--- src/rtl/div_seq_if.sv ---
// EX <-> divider handshake bundle: operands and control from EX, HI/LO result back.
interface div_seq_if #(
  parameter int unsigned DW = 32
);
  logic            signed_div_i;
  logic [DW-1:0]   opdata1_i;
  logic [DW-1:0]   opdata2_i;
  logic            start_i;
  logic            annul_i;
  logic [2*DW-1:0] result_o;
  logic            ready_o;

  // EX stage side
  modport master (
    output signed_div_i, opdata1_i, opdata2_i, start_i, annul_i,
    input  result_o, ready_o
  );

  // Divider side
  modport slave (
    input  signed_div_i, opdata1_i, opdata2_i, start_i, annul_i,
    output result_o, ready_o
  );
endinterface

--- src/rtl/div_seq.sv ---
// Multi-cycle radix-2 restoring divider for DIV/DIVU.
// Produces {remainder, quotient}; one quotient bit per cycle, DW iterations.
module div_seq #(
  parameter int unsigned DW = 32
) (
  input logic     clk,
  input logic     rst,
  div_seq_if.slave bus
);

  localparam int unsigned CW = $clog2(DW + 1);

  typedef enum logic [1:0] {
    ST_FREE,
    ST_BYZERO,
    ST_ON,
    ST_END
  } state_t;

  state_t          state;
  logic [CW-1:0]   cnt;
  logic [DW-1:0]   dvd_q;     // remaining dividend bits, quotient bits shift in at the LSB
  logic [DW-1:0]   dvs_q;     // |divisor|
  logic [DW-1:0]   rem_q;     // partial remainder
  logic            sd_q;
  logic            q_sign_q;
  logic            r_sign_q;
  logic [2*DW-1:0] result_q;
  logic            ready_q;

  logic [DW-1:0]   abs1;
  logic [DW-1:0]   abs2;
  logic [DW:0]     trial_in;
  logic [DW:0]     diff;
  logic            qbit;
  logic [DW-1:0]   rem_next;
  logic [DW-1:0]   quo_fix;
  logic [DW-1:0]   rem_fix;

  // Operand magnitudes; only signed divides with a negative operand are negated
  always_comb begin
    abs1 = bus.opdata1_i;
    abs2 = bus.opdata2_i;
    if (bus.signed_div_i && bus.opdata1_i[DW-1]) abs1 = '0 - bus.opdata1_i;
    if (bus.signed_div_i && bus.opdata2_i[DW-1]) abs2 = '0 - bus.opdata2_i;
  end

  // One restoring step: the partial remainder stays below the divisor, so the
  // DW+1-bit difference has a valid sign bit and a non-negative result fits DW bits
  always_comb begin
    trial_in = {rem_q, dvd_q[DW-1]};
    diff     = trial_in - {1'b0, dvs_q};
    qbit     = ~diff[DW];
    rem_next = qbit ? diff[DW-1:0] : trial_in[DW-1:0];
  end

  // Sign correction of the finished magnitudes
  always_comb begin
    quo_fix = (sd_q && q_sign_q) ? ('0 - dvd_q) : dvd_q;
    rem_fix = (sd_q && r_sign_q) ? ('0 - rem_q) : rem_q;
  end

  // Sequencer FSM with registered result/ready
  always_ff @(posedge clk or negedge rst) begin
    if (!rst) begin
      state    <= ST_FREE;
      cnt      <= '0;
      dvd_q    <= '0;
      dvs_q    <= '0;
      rem_q    <= '0;
      sd_q     <= 1'b0;
      q_sign_q <= 1'b0;
      r_sign_q <= 1'b0;
      result_q <= '0;
      ready_q  <= 1'b0;
    end else begin
      case (state)
        ST_FREE: begin
          result_q <= '0;
          ready_q  <= 1'b0;
          if (bus.start_i && !bus.annul_i) begin
            if (bus.opdata2_i == '0) begin
              state <= ST_BYZERO;
            end else begin
              state    <= ST_ON;
              dvd_q    <= abs1;
              dvs_q    <= abs2;
              rem_q    <= '0;
              cnt      <= '0;
              sd_q     <= bus.signed_div_i;
              q_sign_q <= bus.opdata1_i[DW-1] ^ bus.opdata2_i[DW-1];
              r_sign_q <= bus.opdata1_i[DW-1];
            end
          end
        end
        ST_BYZERO: begin
          state    <= ST_END;
          result_q <= '0;
          ready_q  <= 1'b1;
        end
        ST_ON: begin
          if (bus.annul_i) begin
            state    <= ST_FREE;
            result_q <= '0;
            ready_q  <= 1'b0;
          end else if (cnt != CW'(DW)) begin
            dvd_q <= {dvd_q[DW-2:0], qbit};
            rem_q <= rem_next;
            cnt   <= cnt + 1'b1;
          end else begin
            state    <= ST_END;
            result_q <= {rem_fix, quo_fix};
            ready_q  <= 1'b1;
          end
        end
        ST_END: begin
          if (!bus.start_i) begin
            state    <= ST_FREE;
            result_q <= '0;
            ready_q  <= 1'b0;
          end
        end
        default: begin
          state    <= ST_FREE;
          result_q <= '0;
          ready_q  <= 1'b0;
        end
      endcase
    end
  end

  assign bus.result_o = result_q;
  assign bus.ready_o  = ready_q;

endmodule

--- src/flat_wrapper.sv ---
// flat-port wrapper written by rule: the top's interface ports become plain ports
module div_seq_flat 
#(
  parameter int unsigned DW = 32
)
  (clk, rst, bus_signed_div_i, bus_opdata1_i, bus_opdata2_i, bus_start_i, bus_annul_i, bus_result_o, bus_ready_o);
  div_seq_if #(.DW(DW)) bus_i ();
  input logic clk;
  input logic rst;
  input wire logic [$bits(bus_i.signed_div_i)-1:0] bus_signed_div_i;
  input wire logic [$bits(bus_i.opdata1_i)-1:0] bus_opdata1_i;
  input wire logic [$bits(bus_i.opdata2_i)-1:0] bus_opdata2_i;
  input wire logic [$bits(bus_i.start_i)-1:0] bus_start_i;
  input wire logic [$bits(bus_i.annul_i)-1:0] bus_annul_i;
  output wire logic [$bits(bus_i.result_o)-1:0] bus_result_o;
  output wire logic [$bits(bus_i.ready_o)-1:0] bus_ready_o;
  assign bus_i.signed_div_i = bus_signed_div_i;
  assign bus_i.opdata1_i = bus_opdata1_i;
  assign bus_i.opdata2_i = bus_opdata2_i;
  assign bus_i.start_i = bus_start_i;
  assign bus_i.annul_i = bus_annul_i;
  assign bus_result_o = bus_i.result_o;
  assign bus_ready_o = bus_i.ready_o;
  div_seq #(.DW(DW)) u_core (.clk(clk), .rst(rst), .bus(bus_i));
endmodule
--- config.mk ---
export PLATFORM = sky130hd
export DESIGN_NAME = div_seq_flat
export DESIGN_NICKNAME = d
export VERILOG_FILES = /design/src/rtl/div_seq_if.sv /design/src/rtl/div_seq.sv /design/src/flat_wrapper.sv
export SDC_FILE = /design/constraint.sdc
export NUM_CORES = 1
export LEC_CHECK = 0
export CAP_MARGIN = 10
export CORE_ASPECT_RATIO = 0.6
export CORE_UTILIZATION = 30
export CTS_CLUSTER_DIAMETER = 150
export DETAILED_ROUTE_END_ITERATION = 6
export DONT_BUFFER_PORTS = 1
export GPL_TIMING_DRIVEN = 0
export PLACE_DENSITY = 0.48
export SKIP_CTS_REPAIR_TIMING = 1
export SLEW_MARGIN = 25
export SYNTH_ARGS = -nofsm -noshare
export SYNTH_HDL_FRONTEND = slang
export SYNTH_SLANG_ARGS = --single-unit
--- constraint.sdc ---
create_clock -name clk -period 3.9 [get_ports clk]
set_clock_uncertainty 0.2 [all_clocks]
set_input_delay 0.195 -clock clk [delete_from_list [all_inputs] [get_ports clk]]
set_output_delay 0.195 -clock clk [all_outputs]
set_load 0.01 [all_outputs]
-- After elaboration in Yosys (flattened, before gate mapping)
Index checks and enable logic that the tools add are counted.
- add/sub/neg operators: 6
- equality and inequality tests: 10
- muxes and demuxes: 34
- bitwise operators: 3
- reductions and logical operators: 14
- operator list (cell ; number):
    32-bit 2-to-1 mux ; 13
    64-bit 2-to-1 mux ; 3
    64-bit one-hot mux with 3 select lines ; 1
    32-bit one-hot mux with 2 select lines ; 2
    1-bit by 32-bit subtractor with 32-bit output, first input constant ; 4
    33-bit by 32-bit subtractor with 33-bit output ; 1
    32-bit zero test ; 1
    6-bit 2-to-1 mux ; 4
    6-bit one-hot mux with 2 select lines ; 1
    2-bit 2-to-1 mux ; 5
    2-bit one-hot mux with 4 select lines ; 1
    6-bit by 1-bit adder with 6-bit output, second input constant ; 1
    2-bit != test, second input constant ; 3
    6-bit != test, second input constant ; 1
    3-bit AND reduction ; 2
    1-bit logical AND ; 5
    5-bit AND reduction ; 1
    2-bit == test, second input constant ; 2
    2-bit by 1-bit != test with 1-bit output, second input constant ; 2
    1-bit one-hot mux with 4 select lines ; 1
    1-bit 2-to-1 mux ; 3
    3-bit != test, second input constant ; 1
    2-bit by 1-bit == test with 1-bit output, second input constant ; 1
    2-bit zero test ; 1
    other kinds (6) ; 7
- flip-flop bits (word level): 172
- bits of input ports: 69
- output and inout port bits: 65

-- Longest topological paths before layout
Gate-level depths: netlist of run 1.
- depth in word-level cells: 5
- gate-level depth with buffers: 13

-- Least setup slack after synthesis of run 1
No wires, ideal clock.
- kind: flip-flop to flip-flop
- start: register u_core.rem_q[6]
- end: register u_core.rem_q[11]
- library setup time: 0.104 ns
- arrival time: 2.919 ns
- slack: 0.677 ns
- stages on the path, launching flop included: 12
- buffers on the path: 1
- period minus slack after synthesis: 3.223 ns
- cell sequence: dfrtp_1 > ha_1 > a21o_1 > a211o_1 > a211o_1 > o21ai_2 > o21bai_1 > a221oi_4 > xor2_1 > buf_2 > nand4_1 > o311ai_1
- longest elaborated chain between the ends: 5
- ends and longest elaborated chain (what ; RTL line ; source):
    from (decl) ; div_seq.sv:24 ; logic [DW-1:0] rem_q;
    from (signal assigned) ; div_seq.sv:108 ; rem_q <= rem_next;
    33-bit by 32-bit subtractor with 33-bit output ; div_seq.sv:52 ; diff = trial_in - {1'b0, dvs_q};
    32-bit 2-to-1 mux ; div_seq.sv:54 ; rem_next = qbit ? diff[DW-1:0] : trial_in[DW-1:0];
    32-bit 2-to-1 mux ; div_seq.sv:106 ; end else if (cnt != CW'(DW)) begin
    32-bit 2-to-1 mux ; div_seq.sv:102 ; if (bus.annul_i) begin
    32-bit one-hot mux with 2 select lines ; div_seq.sv:77 ; case (state)
Every way passes these cells. The select of a mux whose other input is x is not followed.
A chain may end at the register's enable or synchronous reset.

-- Worst setup path after layout of run 1
- start: register u_core.dvs_q[7]
- end: register u_core.rem_q[17]
- longest elaborated chain between the ends: 5
- ends and longest elaborated chain (what ; RTL line ; source):
    from (decl) ; div_seq.sv:23 ; logic [DW-1:0] dvs_q;
    from (signal assigned) ; div_seq.sv:87 ; dvs_q <= abs2;
    33-bit by 32-bit subtractor with 33-bit output ; div_seq.sv:52 ;
    32-bit 2-to-1 mux ; div_seq.sv:54 ;
    32-bit 2-to-1 mux ; div_seq.sv:106 ;
    32-bit 2-to-1 mux ; div_seq.sv:102 ;
    32-bit one-hot mux with 2 select lines ; div_seq.sv:77 ;
Every way passes these cells. The select of a mux whose other input is x is not followed.

==> flow_metrics.env, run 1 <==
export IMPL_status="finished, violations left"
export IMPL_violations="hold timing"
export IMPL_clkTransAtPathRegs_ns=0.07
export IMPL_hp_class="in2async"
export IMPL_syn_num_nets=1464
export IMPL_fin_crit_sh=0.978
export IMPL_placementRows=54
export IMPL_synth_cells=1352
export IMPL_vias=10300
export IMPL_power_density_nw_per_um2=587
export IMPL_globalplace_congestion=0.904
export IMPL_grt_pass1_wl_mm=58.2
export IMPL_wl_per_cell_um=19.8
export IMPL_final_common_cell="nand2_1"
export IMPL_fin_worst_hold_slack_ns=-0.756
export IMPL_clk_path_buf_depth=2
export IMPL_maxCapViolations=0
export IMPL_r2r_end="u_core.rem_q[17]$_DFFE_PN0P_"
export IMPL_drive_gt1_frac=0.0412
export IMPL_critical_path_class="reg2reg"
export IMPL_final_cell_mix="nand2_1 (214), dfrtp_1 (172), o21ai_0 (134)"
export IMPL_hpwl_mm=29.9
export IMPL_drc=0
export IMPL_crit_fanout=10
export IMPL_firstDrtPassIters=5
export IMPL_avgSynthCellArea_sq_um=8.30
export IMPL_reg2reg_from="u_core.dvs_q[7]$_DFFE_PN0P_"
export IMPL_ioPinCount=134
export IMPL_netlist_area_sq_um=11200
export IMPL_grt_overflow_total=0
export IMPL_dominantRegCellSynth="dfrtp_1"
export IMPL_grt_max_degree=173
export IMPL_placed_cell_area_sq_um=11900
export IMPL_initial_core_util=0.306
export IMPL_worst_slew_pin_slew_ns=0.965
export IMPL_htreeDepth=4
export IMPL_core_sq_um=36600
export IMPL_slew_viol_final=0
export IMPL_finalHoldViolations=184
export IMPL_swShare=0.445
export IMPL_p_int_uw=4320
export IMPL_dr_wl_met2_mm=14.3
export IMPL_dieArea_sq_um=38200
export IMPL_synth_edf_count=0
export IMPL_antenna_found_initial=0
export IMPL_die_y_um=152
export IMPL_nNetsFinal=1557
export IMPL_r2r_setup_slack_ns=0.09
export IMPL_fin_crit_ns=3.81
export IMPL_fmaxAchievable_mhz=262
export IMPL_wl_met1_mm=21.1
export IMPL_clk_latency_ns=0.46
export IMPL_cts_tree="yes"
export IMPL_setup_viol=0
export IMPL_leakage_uw=0.00550
export IMPL_ys_seq_area_frac=0.384
export IMPL_async_reset_ff_frac=1.00
export IMPL_pwr_share_seq=0.330
export IMPL_cts_root_buf="clkbuf_16"
export IMPL_top_layer="met4"
export IMPL_antenna_cells=0
export IMPL_ir_worst_vdd_v=0.000381
export IMPL_ant_nets=0
export IMPL_grt_util_all_layers=0.201
export IMPL_drtIter0Drc=876
export IMPL_combPwrFrac=0.433
export IMPL_synth_cell_types=64
export IMPL_wl_met3_mm=3.19
export IMPL_port_buffers=0
export IMPL_final_cell_area_sq_um=13200
export IMPL_ys_ff_latch=172
export IMPL_first_global_vias=9384
export IMPL_slew_headroom=0.352
export IMPL_p_sw_uw=3460
export IMPL_start_kind="flop"
export IMPL_rsz0062_at_grt="no"
export IMPL_area_growth_pct=18.0
export IMPL_via_per_inst=5.23
export IMPL_routed_wl_mm=38.9
export IMPL_setup_tns_ns=0
export IMPL_critPathCaptureType="flop"
export IMPL_totalPowerFinal_uw=7780
export IMPL_numCtsBuffers=17
export IMPL_die_x_um=252
export IMPL_rr_worst_depth=12
export IMPL_critPathRequiredTime_ns=4.04
export IMPL_synth_warnings=0
export IMPL_fillCellCount=3898
export IMPL_final_util=0.362
export IMPL_clkPwrFrac=0.238
export IMPL_clock_sinks=172
export IMPL_arrival_ns=3.96
## area by class of cell
class | instances | area, sq um | share of cell area
buffer | 66 | 259 | 0.0196
tap | 504 | 631 | 0.0476
clock inverter | 13 | 163 | 0.0123
clock buffer | 19 | 453 | 0.0342
inverter | 57 | 214 | 0.0162
multi-input combinational | 1057 | 6480 | 0.490
sequential | 172 | 4300 | 0.325
timing repair buffer | 74 | 736 | 0.0556
## per-layer routing
| layer | up-vias | global-route usage |
|---|---|---|
| li1 | 4972 | - |
| met1 | 4951 | 0.338 |
| met2 | 310 | 0.245 |
| met3 | 23 | 0.0483 |
| met4 | 0 | 0.0386 |
| met5 | - | 0 |
## cells in the mapped netlist, types with 3 or more instances
| cell | instances | share of area |
|---|---|---|
| a21o_1 | 10 | 0.0067 |
| or2_2 | 3 | 0.0017 |
| ha_1 | 42 | 0.047 |
| and3_1 | 5 | 0.0028 |
| xor2_1 | 74 | 0.058 |
| or4_1 | 12 | 0.0080 |
| a31oi_1 | 8 | 0.0045 |
| nand3_1 | 35 | 0.016 |
| o31ai_1 | 34 | 0.023 |
| or3_1 | 14 | 0.0078 |
| nor2_1 | 93 | 0.031 |
| o21ai_0 | 134 | 0.060 |
| nor3_1 | 21 | 0.0094 |
| a211oi_1 | 3 | 0.0020 |
| o221ai_1 | 3 | 0.0023 |
| a21oi_1 | 112 | 0.050 |
| o21bai_1 | 3 | 0.0020 |
| nor4_2 | 4 | 0.0045 |
| inv_1 | 57 | 0.019 |
| nand2_1 | 214 | 0.072 |
| nor2b_1 | 4 | 0.0022 |
| o41ai_1 | 8 | 0.0062 |
| o311ai_1 | 23 | 0.018 |
| buf_2 | 7 | 0.0031 |
| clkbuf_1 | 56 | 0.019 |
| nand4_1 | 10 | 0.0056 |
| a211o_1 | 4 | 0.0031 |
| dfrtp_1 | 172 | 0.38 |
| o211ai_1 | 4 | 0.0027 |
| xnor2_1 | 72 | 0.056 |
| and2_1 | 9 | 0.0050 |
| nand2b_1 | 12 | 0.0067 |
| and4_1 | 3 | 0.0023 |
| a22o_1 | 5 | 0.0039 |
| o21ai_1 | 25 | 0.011 |
| mux2i_1 | 11 | 0.0098 |
| nor4_1 | 12 | 0.0067 |
| buf_1 | 3 | 0.0010 |
## sequential cells by signal (all words and copies together) (netlist names)
signal               flops
u_core.bus.result_o     64
u_core.dvd_q            32
u_core.dvs_q            32
u_core.rem_q            32
u_core.cnt               6
u_core.state             2
u_core.bus.ready_o       1
u_core.q_sign_q          1
u_core.r_sign_q          1
u_core.sd_q              1
## how the worst max path moves through the flow
stage                                            from                      endpoint  slack (ns)  cells after the start
after floorplan           u_core.rem_q[6]$_DFFE_PN0P_  u_core.rem_q[11]$_DFFE_PN0P_        0.68                     11
after global placement    u_core.rem_q[6]$_DFFE_PN0P_  u_core.rem_q[17]$_DFFE_PN0P_       -0.04                     11
after detailed placement  u_core.rem_q[6]$_DFFE_PN0P_  u_core.rem_q[11]$_DFFE_PN0P_       -0.07                     11
after CTS                 u_core.rem_q[6]$_DFFE_PN0P_  u_core.rem_q[11]$_DFFE_PN0P_        -0.1                     11
after global routing      u_core.dvs_q[0]$_DFFE_PN0P_  u_core.rem_q[27]$_DFFE_PN0P_       0.004                     11
final                     u_core.dvs_q[7]$_DFFE_PN0P_  u_core.rem_q[17]$_DFFE_PN0P_        0.09                     12
## power by group through the flow
stage / Combinational (uW) / Sequential (uW) / Clock (uW)
floorplan: 2240 / 2460 / 0
global route: 3730 / 2620 / 1940
detailed placement: 3230 / 2590 / 0
global placement: 3200 / 2570 / 0
finish: 3370 / 2560 / 1850
CTS: 3250 / 2550 / 1880
## logic make-up after synthesis
kind of cell / synth area share
fa+ha+maj: 0.0486
buf+inv: 0.0419
compound gates: 0.210
flops: 0.384
xor+xnor: 0.115
mux: 0.0128
simple gates: 0.187
## per-stage QoR
stage,worst slack [ns],instances
floorplan,0.677,1352
global placement,-0.0384,1856
detailed placement,-0.0710,1856
CTS,-0.0991,1888
global route,0.00362,1962
finish,0.0864,1962
## critical path, stage by stage (launching register included)
cell and delay (ns):
dfrtp_1 0.36, inv_1 0.23, ha_1 0.35, a21o_1 0.21, a211o_1 0.33, a211o_1 0.29, o21ai_2 0.26, o21bai_2 0.18
a221oi_4 0.41, xor2_2 0.16, buf_4 0.18, buf_2 0.20, o311ai_1 0.33
Power figures use the tool's default switching activity.
==> run 2: changes to the inputs <==
==> constraint.sdc (replaced) <==
create_clock -name clk -period 4 [get_ports clk]
set_clock_uncertainty 0.2 [all_clocks]
set_input_delay 0.2 -clock clk [delete_from_list [all_inputs] [get_ports clk]]
set_output_delay 0.2 -clock clk [all_outputs]
set_load 0.01 [all_outputs]
==> run 2 against run 1 <==
Against the previous run:
- the run still ends with hold timing left
- register-to-register slack improved by 0.05 ns
- clock power is 3% lower
- core utilization is 0.099 points lower
- critical path depth stayed put
- wire length increased by 0.37%
- global-route usage unchanged
- flip-flop and latch count unchanged
- non-clock buffer count down 3
- setup slack better by 0.055 ns
- sequential share of layout area up 0.089 points
- die area unchanged
- largest power group unchanged
- highest routed layer unchanged
==> flow_metrics.env, run 2 (synthesis gave the netlist of run 1 again) <==
export IMPL_status="finished, violations left"
export IMPL_violations="hold timing"
export IMPL_critical_path_class="reg2reg"
export IMPL_nNetsFinal=1554
export IMPL_fillCellCount=3902
export IMPL_worst_slew_pin_slew_ns=1.05
export IMPL_ioPinCount=134
export IMPL_clk_latency_ns=0.46
export IMPL_die_y_um=152
export IMPL_dieArea_sq_um=38200
export IMPL_critPathRequiredTime_ns=4.14
export IMPL_rr_worst_depth=12
export IMPL_maxCapViolations=0
export IMPL_finalHoldViolations=186
export IMPL_port_buffers=0
export IMPL_power_density_nw_per_um2=574
export IMPL_vias=10300
export IMPL_start_kind="flop"
export IMPL_clock_sinks=172
export IMPL_clk_path_buf_depth=2
export IMPL_grt_overflow_total=0
export IMPL_numCtsBuffers=17
export IMPL_grt_util_all_layers=0.201
export IMPL_wl_per_cell_um=19.9
export IMPL_hpwl_mm=29.9
export IMPL_grt_max_degree=173
export IMPL_use_met3=0.0483
export IMPL_slew_viol_final=0
export IMPL_critPathCaptureType="flop"
export IMPL_globalplace_congestion=0.904
export IMPL_antenna_cells=0
export IMPL_reg2reg_from="u_core.dvs_q[7]$_DFFE_PN0P_"
export IMPL_fmaxAchievable_mhz=259
export IMPL_fin_worst_hold_slack_ns=-0.750
export IMPL_pwr_share_seq=0.330
export IMPL_met2_usage=0.245
export IMPL_placementRows=54
export IMPL_area_growth_pct=17.6
export IMPL_rsz0062_at_grt="no"
export IMPL_setup_tns_ns=0
export IMPL_combPwrFrac=0.433
export IMPL_r2r_end="u_core.rem_q[11]$_DFFE_PN0P_"
export IMPL_ant_nets=0
export IMPL_drive_gt1_frac=0.0399
export IMPL_arrival_ns=4.00
export IMPL_p_int_uw=4210
export IMPL_firstDrtPassIters=5
export IMPL_crit_fanout=10
export IMPL_initial_core_util=0.306
export IMPL_grt_pass1_wl_mm=58.2
export IMPL_clkPwrFrac=0.238
export IMPL_final_cell_mix="nand2_1 (214), dfrtp_1 (172), o21ai_0 (134)"
export IMPL_fin_crit_sh=0.965
export IMPL_routed_wl_mm=39.0
export IMPL_ir_worst_vdd_v=0.000370
export IMPL_first_global_vias=9384
export IMPL_busiest_layer="met1"
export IMPL_antenna_found_initial=0
export IMPL_slew_headroom=0.291
export IMPL_clkTransAtPathRegs_ns=0.07
export IMPL_p_sw_uw=3370
export IMPL_grtUsageMet1=0.338
export IMPL_swShare=0.445
export IMPL_largest_reg_flops=64
export IMPL_htreeDepth=4
export IMPL_r2r_setup_slack_ns=0.14
export IMPL_drtIter0Drc=905
export IMPL_setup_viol=0
export IMPL_die_x_um=252
export IMPL_cts_root_buf="clkbuf_16"
export IMPL_core_sq_um=36600
export IMPL_cts_tree="yes"
export IMPL_leakage_uw=0.00548
export IMPL_drc=0
export IMPL_via_per_inst=5.27
export IMPL_hp_class="in2async"
export IMPL_fin_crit_ns=3.86
export IMPL_final_common_cell="nand2_1"
run 2: cell types whose count changed in the layout (fill, tap and decap cells not counted), sizes merged:
cell         previous run  this run
clkbuf                 76        75
dlygate4sd3            72        70
run 2: worst max-delay path by stage:
stage | from | endpoint | cells past startpoint
5_1_grt | u_core.rem_q[6]$_DFFE_PN0P_ | u_core.rem_q[4]$_DFFE_PN0P_ | 11
4_1_cts | u_core.rem_q[6]$_DFFE_PN0P_ | u_core.rem_q[11]$_DFFE_PN0P_ | 11
6_report | u_core.dvs_q[7]$_DFFE_PN0P_ | u_core.rem_q[11]$_DFFE_PN0P_ | 12
2_1_floorplan | u_core.rem_q[6]$_DFFE_PN0P_ | u_core.rem_q[11]$_DFFE_PN0P_ | 11
3_5_place_dp | u_core.rem_q[6]$_DFFE_PN0P_ | u_core.rem_q[11]$_DFFE_PN0P_ | 11
3_3_place_gp | u_core.rem_q[6]$_DFFE_PN0P_ | u_core.rem_q[17]$_DFFE_PN0P_ | 11
run 2: per-layer routing:
layer  part of all wire  wire, um
met5                  0         0
met4             0.0083       325
met3              0.079      3100
met2               0.37     14400
met1               0.54     21200
run 2: per-stage QoR:
stage	total power [uW]	cell area [sq um]	std cells	utilization	setup WS (ns)
2_1_floorplan	4580	11200	1352	-	0.777
3_3_place_gp	5630	11900	1856	0.324	0.0616
3_5_place_dp	5670	11900	1856	0.324	0.0290
4_1_cts	7490	12500	1888	0.341	0.000922
5_1_grt	8080	13200	1959	0.361	0.0336
6_report	7580	13200	1959	0.361	0.141
run 2: cell type report:
class | instances | area (sq um) | share of cell area
buffer | 66 | 256 | 0.0194
clock buffer | 19 | 453 | 0.0343
clock inverter | 13 | 163 | 0.0123
inverter | 57 | 214 | 0.0162
multi-input combinational | 1057 | 6470 | 0.490
sequential | 172 | 4300 | 0.326
tap | 504 | 631 | 0.0478
timing repair buffer | 71 | 708 | 0.0536
run 2: worst max-delay path, cell delays in order (launching register included):
cell and delay [ns]:
dfrtp_1 0.36, inv_1 0.23, ha_1 0.35, a21o_1 0.21, a211o_1 0.33, a211o_1 0.29, o21ai_2 0.26, o21bai_2 0.18
a221oi_4 0.41, xor2_2 0.31, buf_2 0.32, nand4_1 0.14, o311ai_1 0.15
run 2: power groups by stage:
stage	clock (uW)	sequential, uW	combinational, uW
2_1_floorplan	0	2400	2190
3_3_place_gp	0	2510	3120
3_5_place_dp	0	2520	3150
4_1_cts	1830	2490	3170
5_1_grt	1890	2560	3630
6_report	1800	2500	3280
==> run 3: changes to the inputs <==
--- a/config.mk
+++ b/config.mk
@@ -7,12 +7,12 @@
 export LEC_CHECK = 0
 export CAP_MARGIN = 10
 export CORE_ASPECT_RATIO = 0.6
-export CORE_UTILIZATION = 30
+export CORE_UTILIZATION = 35
 export CTS_CLUSTER_DIAMETER = 150
 export DETAILED_ROUTE_END_ITERATION = 6
 export DONT_BUFFER_PORTS = 1
 export GPL_TIMING_DRIVEN = 0
-export PLACE_DENSITY = 0.48
+export PLACE_DENSITY = 0.53
 export SKIP_CTS_REPAIR_TIMING = 1
 export SLEW_MARGIN = 25
 export SYNTH_ARGS = -nofsm -noshare
==> constraint.sdc (replaced) <==
create_clock -name clk -period 4 [get_ports clk]
set_clock_uncertainty 0.2 [all_clocks]
set_input_delay 0.2 -clock clk [delete_from_list [all_inputs] [get_ports clk]]
set_output_delay 0.2 -clock clk [all_outputs]
set_load 0.02 [all_outputs]
==> run 3 against run 2 <==
Against the previous run:
- non-clock buffer count rose by 6
- via count fell by 0.26%
- highest routed layer unchanged
- count of clock-buffer cells in the layout fell by 2
- the flow still finishes with violations (hold timing)
- register-to-register slack barely moved
- hold slack improved by 0.0074 ns
- sequential power barely moved
- sequential share of layout area rose by 0.20 points
- core utilization rose by 5.8 points
- fmax rose by 0.17%
- combinational power barely moved
- clock power fell by 5%
==> flow_metrics.env, run 3 (synthesis gave the netlist of run 1 again) <==
export IMPL_busiest_layer="met1"
export IMPL_area_growth_pct=16.9
export IMPL_power_density_nw_per_um2=572
export IMPL_cts_tree="yes"
export IMPL_grt_overflow_total=0
export IMPL_initial_core_util=0.358
export IMPL_slew_viol_final=0
export IMPL_setup_viol=0
export IMPL_drc=0
export IMPL_port_buffers=0
export IMPL_grt_pass1_wl_mm=56.1
export IMPL_grt_max_degree=173
export IMPL_placementRows=50
export IMPL_start_kind="flop"
export IMPL_clk_path_buf_depth=2
export IMPL_fin_crit_ns=3.85
export IMPL_first_global_vias=9164
export IMPL_nNetsFinal=1560
export IMPL_globalplace_congestion=0.940
export IMPL_setup_tns_ns=0
export IMPL_finalHoldViolations=180
export IMPL_slew_headroom=0.373
export IMPL_clk_latency_ns=0.45
export IMPL_combPwrFrac=0.436
export IMPL_grt_util_all_layers=0.227
export IMPL_ir_worst_vdd_v=0.000379
export IMPL_violations="hold timing"
export IMPL_fmaxAchievable_mhz=260
export IMPL_crit_fanout=10
export IMPL_core_sq_um=31300
export IMPL_hp_class="in2async"
export IMPL_critPathCaptureType="flop"
export IMPL_routed_wl_mm=37.7
export IMPL_maxCapViolations=0
export IMPL_fin_crit_sh=0.963
export IMPL_leakage_uw=0.00548
export IMPL_swShare=0.450
export IMPL_clkPwrFrac=0.227
export IMPL_hpwl_mm=28.7
export IMPL_largest_reg_flops=64
export IMPL_wl_per_cell_um=20.1
export IMPL_critPathRequiredTime_ns=4.17
export IMPL_instances_no_fill=1877
export IMPL_ioPinCount=134
export IMPL_final_common_cell="nand2_1"
export IMPL_worst_slew_pin_slew_ns=0.933
export IMPL_grtUsageMet1=0.363
export IMPL_met2_usage=0.277
export IMPL_final_cell_mix="nand2_1 (214), dfrtp_1 (172), o21ai_0 (134)"
export IMPL_htreeDepth=4
export IMPL_antenna_cells=0
export IMPL_clock_sinks=172
export IMPL_status="finished, violations left"
export IMPL_arrival_ns=4.03
export IMPL_dp_cells=1768
export IMPL_use_met3=0.0835
export IMPL_cts_root_buf="clkbuf_16"
export IMPL_die_x_um=233
export IMPL_dieArea_sq_um=32800
export IMPL_fin_worst_hold_slack_ns=-0.742
export IMPL_ant_nets=0
export IMPL_critical_path_class="reg2reg"
export IMPL_clkTransAtPathRegs_ns=0.07
export IMPL_rsz0062_at_grt="yes"
export IMPL_vias=10300
export IMPL_pwr_share_seq=0.337
export IMPL_p_int_uw=4120
export IMPL_antenna_found_initial=0
export IMPL_drtIter0Drc=854
export IMPL_die_y_um=141
export IMPL_p_sw_uw=3380
export IMPL_via_per_inst=5.48
export IMPL_numCtsBuffers=17
export IMPL_drive_gt1_frac=0.0390
export IMPL_firstDrtPassIters=5
==> run 3: final cells by class <==
cell class	instances	area (sq um)
Buffer	66	259
Clock buffer	17	425
Clock inverter	15	161
Fill cell	3131	18200
Inverter	57	214
Multi-Input combinational cell	1057	6470
Sequential cell	172	4300
Tap cell	416	520
Timing Repair Buffer	77	768
==> run 3: final timing paths <==
check / start / end / slack (ns) / cells after the start
max: u_core.dvs_q[7]$_DFFE_PN0P_ / u_core.rem_q[29]$_DFFE_PN0P_ / 0.15 / 12
max reg2reg: u_core.dvs_q[7]$_DFFE_PN0P_ / u_core.rem_q[29]$_DFFE_PN0P_ / 0.15 / 12
min reg2reg: u_core.dvs_q[31]$_DFFE_PN0P_ / u_core.dvs_q[31]$_DFFE_PN0P_ / 0.28 / 2
max in group asynchronous: rst / u_core.bus.result_o[4]$_DFFE_PN0P_ / 3.97 / 0
min: rst / u_core.dvd_q[12]$_DFFE_PN0P_ / -0.74 / 0
min in group clk: bus_opdata1_i[27] / u_core.dvd_q[27]$_DFFE_PN0P_ / -0.06 / 4
==> run 3: critical path: stages (launching register included) <==
cell,delay [ns]
dfrtp_1,0.36
inv_1,0.23
ha_1,0.35
a21o_1,0.20
a211o_1,0.32
a211o_1,0.28
o21ai_2,0.24
o21bai_1,0.21
a221oi_4,0.43
xor2_2,0.32
buf_2,0.33
nand4_1,0.15
o211ai_1,0.14
==> run 3: stage by stage <==
stage,utilization,worst slack (ns),area [sq um],hold slack [ns],power [uW]
floorplan,-,0.777,11200,-0.296,4600
global placement,0.375,0.0653,11700,-0.283,5610
detailed placement,0.375,0.0291,11800,-0.283,5660
CTS,0.394,-0.000857,12300,-0.774,7370
global route,0.419,-0.0215,13100,-0.768,8010
finish,0.419,0.148,13100,-0.742,7500
==> run 3: power by group through the flow <==
stage | Clock, uW | Combinational [uW] | Sequential [uW]
6_report | 1710 | 3270 | 2530
3_3_place_gp | 0 | 3070 | 2540
5_1_grt | 1800 | 3620 | 2590
2_1_floorplan | 0 | 2190 | 2410
4_1_cts | 1730 | 3120 | 2520
3_5_place_dp | 0 | 3100 | 2550
==> run 3: routing by layer <==
metal,vias to the layer above,part of all wire
met5,-,0
met2,344,0.37
met4,0,0.010
li1,4975,-
met3,34,0.10
met1,4938,0.52
